## config.mk

```make
export PLATFORM = sky130hd
export DESIGN_NAME = multicycle_controller_flat
export DESIGN_NICKNAME = d
export VERILOG_FILES = /design/src/rtl/multicycle_controller_if.sv /design/src/rtl/multicycle_controller.sv /design/src/flat_wrapper.sv
export SDC_FILE = /design/constraint.sdc
export NUM_CORES = 1
export LEC_CHECK = 0
export ABC_AREA = 1
export CAP_MARGIN = 10
export CELL_PAD_IN_SITES_DETAIL_PLACEMENT = 0
export CELL_PAD_IN_SITES_GLOBAL_PLACEMENT = 1
export CORE_MARGIN = 4
export CORE_UTILIZATION = 22
export CTS_CLUSTER_SIZE = 24
export DETAILED_ROUTE_END_ITERATION = 10
export GPL_TIMING_DRIVEN = 0
export PLACE_DENSITY = 0.83
export SYNTH_ARGS = -nofsm -noshare
export SYNTH_HDL_FRONTEND = slang
export SYNTH_SLANG_ARGS = --single-unit
```

## constraint.sdc

```tcl
create_clock -name clk -period 1.3 [get_ports clk]
set_input_delay 0.195 -clock clk [delete_from_list [all_inputs] [get_ports clk]]
set_output_delay 0.195 -clock clk [all_outputs]
set_load 0.005 [all_outputs]
```

## src/rtl/multicycle_controller_if.sv

```systemverilog
// Controller <-> datapath bundle: latched instruction fields and ALU flags in,
// mux selects, write strobes and ALU control out.
interface multicycle_controller_if;
  logic [6:0] opcode;
  logic [2:0] funct3;
  logic       funct7b5;
  logic       zero;
  logic       neg;
  logic       ir_write;
  logic       pc_write;
  logic       adr_src;
  logic       mem_write;
  logic       reg_write;
  logic [1:0] alu_src_a;
  logic [1:0] alu_src_b;
  logic [2:0] alu_ctl;
  logic [1:0] result_src;
  logic [2:0] imm_src;
  logic [3:0] state;

  modport master (
    input  opcode, funct3, funct7b5, zero, neg,
    output ir_write, pc_write, adr_src, mem_write, reg_write,
           alu_src_a, alu_src_b, alu_ctl, result_src, imm_src, state
  );

  modport slave (
    output opcode, funct3, funct7b5, zero, neg,
    input  ir_write, pc_write, adr_src, mem_write, reg_write,
           alu_src_a, alu_src_b, alu_ctl, result_src, imm_src, state
  );
endinterface

```

## src/rtl/multicycle_controller.sv

```systemverilog
// RV32I multi-cycle control FSM: Moore state outputs plus combinational
// ALU/immediate decode and the branch-taken PC write.
module multicycle_controller (
  input  logic                    clk,
  input  logic                    rst,
  multicycle_controller_if.master bus
);
  typedef enum logic [3:0] {
    FETCH = 4'd0, DECODE = 4'd1, MEM_ADR = 4'd2, MEM_READ = 4'd3,
    MEM_WB = 4'd4, MEM_WRITE = 4'd5, EXEC_R = 4'd6, EXEC_I = 4'd7,
    ALU_WB = 4'd8, BRANCH = 4'd9, JAL = 4'd10, JALR = 4'd11,
    JALR_PC = 4'd12, LUI = 4'd13
  } state_t;

  localparam logic [6:0] OP_LOAD = 7'b0000011, OP_STORE = 7'b0100011,
                         OP_R = 7'b0110011, OP_I = 7'b0010011,
                         OP_BR = 7'b1100011, OP_JAL = 7'b1101111,
                         OP_JALR = 7'b1100111, OP_LUI = 7'b0110111;
  localparam logic [2:0] ALU_ADD = 3'd0, ALU_SUB = 3'd1, ALU_AND = 3'd2,
                         ALU_OR = 3'd3, ALU_XOR = 3'd4, ALU_SLT = 3'd5;

  state_t state_q, state_d;

  logic       ir_write, pc_write, adr_src, mem_write, reg_write, taken;
  logic [1:0] alu_src_a, alu_src_b, result_src;
  logic [2:0] alu_ctl, imm_src;

  // sub_ok is only set for R-type, so an I-type with Inst[30]=1 stays add
  function automatic logic [2:0] alu_dec(input logic [2:0] f3, input logic sub_ok);
    case (f3)
      3'b000:  alu_dec = sub_ok ? ALU_SUB : ALU_ADD;
      3'b111:  alu_dec = ALU_AND;
      3'b110:  alu_dec = ALU_OR;
      3'b100:  alu_dec = ALU_XOR;
      3'b010:  alu_dec = ALU_SLT;
      default: alu_dec = ALU_ADD;
    endcase
  endfunction

  function automatic logic [2:0] imm_dec(input logic [6:0] op);
    case (op)
      OP_STORE: imm_dec = 3'd1;
      OP_BR:    imm_dec = 3'd2;
      OP_JAL:   imm_dec = 3'd3;
      OP_LUI:   imm_dec = 3'd4;
      default:  imm_dec = 3'd0;
    endcase
  endfunction

  always_ff @(posedge clk) begin
    if (rst) state_q <= FETCH;
    else     state_q <= state_d;
  end

  always_comb begin
    state_d = FETCH;
    case (state_q)
      FETCH:  state_d = DECODE;
      DECODE:
        case (bus.opcode)
          OP_LOAD, OP_STORE: state_d = MEM_ADR;
          OP_R:              state_d = EXEC_R;
          OP_I:              state_d = EXEC_I;
          OP_BR:             state_d = BRANCH;
          OP_JAL:            state_d = JAL;
          OP_JALR:           state_d = JALR;
          OP_LUI:            state_d = LUI;
          default:           state_d = FETCH;
        endcase
      MEM_ADR:  state_d = (bus.opcode == OP_STORE) ? MEM_WRITE : MEM_READ;
      MEM_READ: state_d = MEM_WB;
      EXEC_R, EXEC_I, JAL, JALR_PC: state_d = ALU_WB;
      JALR:     state_d = JALR_PC;
      default:  state_d = FETCH;
    endcase
  end

  always_comb begin
    case (bus.funct3)
      3'b000:  taken = bus.zero;
      3'b001:  taken = !bus.zero;
      3'b100:  taken = bus.neg;
      3'b101:  taken = !bus.neg;
      default: taken = 1'b0;
    endcase
  end

  always_comb begin
    ir_write = 1'b0; pc_write = 1'b0; adr_src = 1'b0;
    mem_write = 1'b0; reg_write = 1'b0;
    alu_src_a = 2'b00; alu_src_b = 2'b00; alu_ctl = ALU_ADD;
    result_src = 2'b00;
    imm_src = (state_q == FETCH) ? 3'd0 : imm_dec(bus.opcode);
    case (state_q)
      FETCH:     begin ir_write = 1'b1; pc_write = 1'b1; alu_src_b = 2'b10; result_src = 2'b10; end
      DECODE:    begin alu_src_a = 2'b01; alu_src_b = 2'b01; end
      MEM_ADR:   begin alu_src_a = 2'b10; alu_src_b = 2'b01; end
      MEM_READ:  adr_src = 1'b1;
      MEM_WB:    begin reg_write = 1'b1; result_src = 2'b01; end
      MEM_WRITE: begin adr_src = 1'b1; mem_write = 1'b1; end
      EXEC_R:    begin alu_src_a = 2'b10; alu_ctl = alu_dec(bus.funct3, bus.funct7b5); end
      EXEC_I:    begin alu_src_a = 2'b10; alu_src_b = 2'b01; alu_ctl = alu_dec(bus.funct3, 1'b0); end
      ALU_WB:    reg_write = 1'b1;
      BRANCH:    begin alu_src_a = 2'b10; alu_ctl = ALU_SUB; pc_write = taken; end
      JAL, JALR_PC: begin pc_write = 1'b1; alu_src_a = 2'b01; alu_src_b = 2'b10; end
      JALR:      begin alu_src_a = 2'b10; alu_src_b = 2'b01; end
      LUI:       begin imm_src = 3'd4; result_src = 2'b11; reg_write = 1'b1; end
      default:   ;
    endcase
  end

  // strobes are suppressed during reset so an aborted instruction writes nothing
  assign bus.ir_write   = ir_write  & ~rst;
  assign bus.pc_write   = pc_write  & ~rst;
  assign bus.mem_write  = mem_write & ~rst;
  assign bus.reg_write  = reg_write & ~rst;
  assign bus.adr_src    = adr_src;
  assign bus.alu_src_a  = alu_src_a;
  assign bus.alu_src_b  = alu_src_b;
  assign bus.alu_ctl    = alu_ctl;
  assign bus.result_src = result_src;
  assign bus.imm_src    = imm_src;
  assign bus.state      = state_q;
endmodule
```

## src/flat_wrapper.sv

```systemverilog
// flat-port wrapper written by rule: the top's interface ports become plain ports
module multicycle_controller_flat 
  (clk, rst, bus_opcode, bus_funct3, bus_funct7b5, bus_zero, bus_neg, bus_ir_write, bus_pc_write, bus_adr_src, bus_mem_write, bus_reg_write, bus_alu_src_a, bus_alu_src_b, bus_alu_ctl, bus_result_src, bus_imm_src, bus_state);
  multicycle_controller_if bus_i ();
  input  logic clk;
  input  logic rst;
  input wire logic [$bits(bus_i.opcode)-1:0] bus_opcode;
  input wire logic [$bits(bus_i.funct3)-1:0] bus_funct3;
  input wire logic [$bits(bus_i.funct7b5)-1:0] bus_funct7b5;
  input wire logic [$bits(bus_i.zero)-1:0] bus_zero;
  input wire logic [$bits(bus_i.neg)-1:0] bus_neg;
  output wire logic [$bits(bus_i.ir_write)-1:0] bus_ir_write;
  output wire logic [$bits(bus_i.pc_write)-1:0] bus_pc_write;
  output wire logic [$bits(bus_i.adr_src)-1:0] bus_adr_src;
  output wire logic [$bits(bus_i.mem_write)-1:0] bus_mem_write;
  output wire logic [$bits(bus_i.reg_write)-1:0] bus_reg_write;
  output wire logic [$bits(bus_i.alu_src_a)-1:0] bus_alu_src_a;
  output wire logic [$bits(bus_i.alu_src_b)-1:0] bus_alu_src_b;
  output wire logic [$bits(bus_i.alu_ctl)-1:0] bus_alu_ctl;
  output wire logic [$bits(bus_i.result_src)-1:0] bus_result_src;
  output wire logic [$bits(bus_i.imm_src)-1:0] bus_imm_src;
  output wire logic [$bits(bus_i.state)-1:0] bus_state;
  assign bus_i.opcode = bus_opcode;
  assign bus_i.funct3 = bus_funct3;
  assign bus_i.funct7b5 = bus_funct7b5;
  assign bus_i.zero = bus_zero;
  assign bus_i.neg = bus_neg;
  assign bus_ir_write = bus_i.ir_write;
  assign bus_pc_write = bus_i.pc_write;
  assign bus_adr_src = bus_i.adr_src;
  assign bus_mem_write = bus_i.mem_write;
  assign bus_reg_write = bus_i.reg_write;
  assign bus_alu_src_a = bus_i.alu_src_a;
  assign bus_alu_src_b = bus_i.alu_src_b;
  assign bus_alu_ctl = bus_i.alu_ctl;
  assign bus_result_src = bus_i.result_src;
  assign bus_imm_src = bus_i.imm_src;
  assign bus_state = bus_i.state;
  multicycle_controller u_core (.clk(clk), .rst(rst), .bus(bus_i));
endmodule
```

==> summary.txt <==
Yosys
  – Yosys cell types: 22
  – Post-synthesis sequential area ratio: 0.1347
  – Syn nets: 133
  – Dominant synthesized flop cell: dfxtp_1
  – Syn avg cell area: 5.037 um2
  – Synth warnings: 0
  – Post-synth top area share: 0.2337
  – Seq cells post-synth: 4
  – Commonest cells in the netlist: nand2_1 (37), nor2_1 (16), inv_1 (11), nand3_1 (9), a21oi_1 (8)
  – Fraction of registers with async set/reset: 0
  – Area leader, netlist: nand2_1
  – Cell with the most instances after synthesis: nand2_1
  – Number of flops mapped to enable cells by yosys: 0
  – Mapped Cells: 118
  – Post-Syn Area: 594.3 um2
  – Top post-synthesis cells by area: nand2_1 (23%), dfxtp_1 (13%), nor2_1 (10%)

Timing
  – Final worst slack: -0.1887 ns
  – Rel. slew slack: 0.7136
  – Slew Viols, Final: 0
  – # setup viols final: 17
  – Final min period: 1.489 ns
  – WHS: 0.3698 ns
  – Worst Tran Pin Value: 0.4296 ns
  – Final hold vios: 0
  – RSZ-0062 raised after global routing: true
  – F_max: 671.7 MHz
  – Setup_tns: -2.113 ns
  – Fin crit share: 1.145
  – Final Skew: 0.0007017 ns

Global route
  – Initial antenna violation count: 0
  – First-pass GRT wire length: 3.877 mm
  – GRT overflow: 0
  – Vias in the first global route: 957
  – Gr usage total: 0.1392
  – Largest net degree at the start of global routing: 9

Final layout
  – Reg area: 95.09 um2
  – Largest register FFs: 4
  – Layout net count: 199
  – P&R area growth vs syn: 123.6%
  – Fill cells: 247
  – Layout cells sized above 1: 0.5220
  – Area of the multi-input gates: 594.3 um2
  – Final core occ: 0.5268
  – ANT cells: 0

Clock tree
  – CTS max path bufs: 2
  – CTS tree: built
  – Later-pin clock latency in the skew report: 0.23 ns
  – # clock sinks: 4
  – Worst-path clk slew: 0.03 ns
  – H-tree levels: 1
  – Post-CTS Hold Fix Bufs: 0
  – Root buf cell: clkbuf_4
  – Number of CTS-inserted buffers: 3

Power
  – Switching share of total power: 0.3365
  – Power Density: 385.2 nW/um2
  – Pleak: 0.0007018 uW
  – Overall Power: 511.8 uW
  – P_sw: 172.2 uW
  – Internal: 339.6 uW
  – Clock network fraction of design power: 0.291
  – Gate power share: 0.458
  – Maximum VDD drop: 304.0 uV
  – Register share of total power: 0.251

Critical path
  – Arr. time, crit path: 1.29 ns
  – CP max FO: 7
  – R2R setup slack: 0.07 ns
  – CP Capture Type: output port
  – R2r endpoint: u_core.bus.state[2]
  – R2r startpoint: u_core.bus.state[2]
  – Critical Path RT: 1.11 ns
  – Number of cells on the worst reg-to-reg path: 7
  – CP startpoint kind: flop
  – CP Class: reg -> out

Place
  – Final Wtd Congestion: 0.8628
  – Hpwl dp: 1.641 mm
  – Port Buffers: 34
  – Worst slack at placement: -0.7323 ns

Routing
  – Final WL: 2.616 mm
  – Post-DRT Antenna Nets: 0
  – DRC: 0
  – Total vias in the final route: 971
  – First drt pass iteration count: 4
  – Drt wl/cell: 12.34 um
  – DRC violation total after the first TritonRoute iteration: 44
  – Via-to-Cell Ratio: 4.580

Floorplanning
  – Core area: 2522 um2
  – Die H: 59.98 um
  – Number of I/O pins: 36
  – Die ar.: 3597 um2
  – Initial core utilization: 0.2356
  – FP Rows: 18
  – Die W: 59.98 um

Min path
  – Hold EP: u_core.bus.state[3]
  – Hold depth: 2
  – HP Class: in -> reg
  – Worst Hold Launch: rst

Run status
  – Violated checks: negative setup slack
  – Status: finished, violations left

Job
  – Max_cap viols: 0
## worst max-delay path by stage
stage,slack (ns),startpoint,endpoint,cells past startpoint
floorplan,0.12,u_core.bus.state[0],bus_pc_write,6
global placement,-0.76,bus_opcode[6],bus_imm_src[1],6
detailed placement,-0.73,bus_opcode[6],bus_imm_src[0],6
CTS,-0.18,u_core.bus.state[3],bus_alu_src_a[1],7
global route,-0.26,u_core.bus.state[1],bus_pc_write,6
finish,-0.19,u_core.bus.state[1],bus_imm_src[1],7
## final cells by class
type                            instances  share of cell area
Buffer                                  1            0.002825
Clock buffer                            3             0.01695
Inverter                               19             0.06874
Multi-Input combinational cell         94              0.4473
Sequential cell                         4             0.07156
Tap cell                               30             0.02825
Timing Repair Buffer                   61              0.3644
## layer usage
metal,vias up,GRT usage,part of all wire
li1,504,-,-
met1,440,0.1526,0.40
met2,27,0.2639,0.53
met3,0,0.01728,0.063
met4,0,0.05696,0
met5,-,0,0
## placed cells by master, fill, tap and decap left out, types with 2 or more instances in the layout
cell             synthesis  final
inv_1                   11      8
inv_4                    0      2
dlygate4sd2_1            0     13
nor2_2                   4      2
clkdlybuf4s15_2          0      2
a21oi_2                  0      3
nand3_2                  0      2
inv_6                    0      2
nand2_2                  2      8
clkbuf_4                 0      3
o21ai_1                  1      3
o21ai_2                  0      2
buf_4                    0     22
a21oi_1                  8      5
nand2_1                 37     27
dlymetal6s2s_1           0      2
nand2_4                  0      3
nor2_1                  16     11
nor2_4                   0      7
clkdlybuf4s50_1          0      2
o21ai_0                  6      2
nand3_1                  9      6
buf_6                    0      6
buf_2                    0     14
dfxtp_4                  0      4
nor3_2                   0      2
inv_2                    7      6
## power by group through the flow
| stage | clock, uW | combinational [uW] | sequential, uW |
|---|---|---|---|
| finish | 149 | 235 | 128 |
| global route | 159 | 256 | 129 |
| CTS | 159 | 210 | 128 |
| detailed placement | 0 | 181 | 133 |
| global placement | 0 | 180 | 133 |
| floorplan | 0 | 77.7 | 133 |
## metrics by stage
step / cell area, um2 / instances
finish: 1329 / 212
CTS: 1249 / 207
global placement: 972.2 / 182
floorplan: 594.3 / 118
detailed placement: 972.2 / 182
global route: 1329 / 212
## worst max-delay path, cell delays in order, from the launching register on
cell and delay, ns:
dfxtp_4 0.38, nor2_4 0.17, inv_2 0.08, nor2_4 0.12, inv_2 0.06, nand2_4 0.09, a21oi_2 0.03, buf_2 0.12
## cell families after synthesis
logic type / after synthesis / synth area share
simple gates: 74 / 0.5495
xor+xnor: 1 / 0.01474
buf+inv: 20 / 0.1263
flops: 4 / 0.1347
compound gates: 19 / 0.1748
## timing repair
item / in CTS / in global routing
setup endpoints to repair: 21 / 19
pin swaps: 23 / 15
setup buffers: 22 / 5
gates resized for setup: 136 / 13
Note: power is estimated with default switching activity, not from simulation.
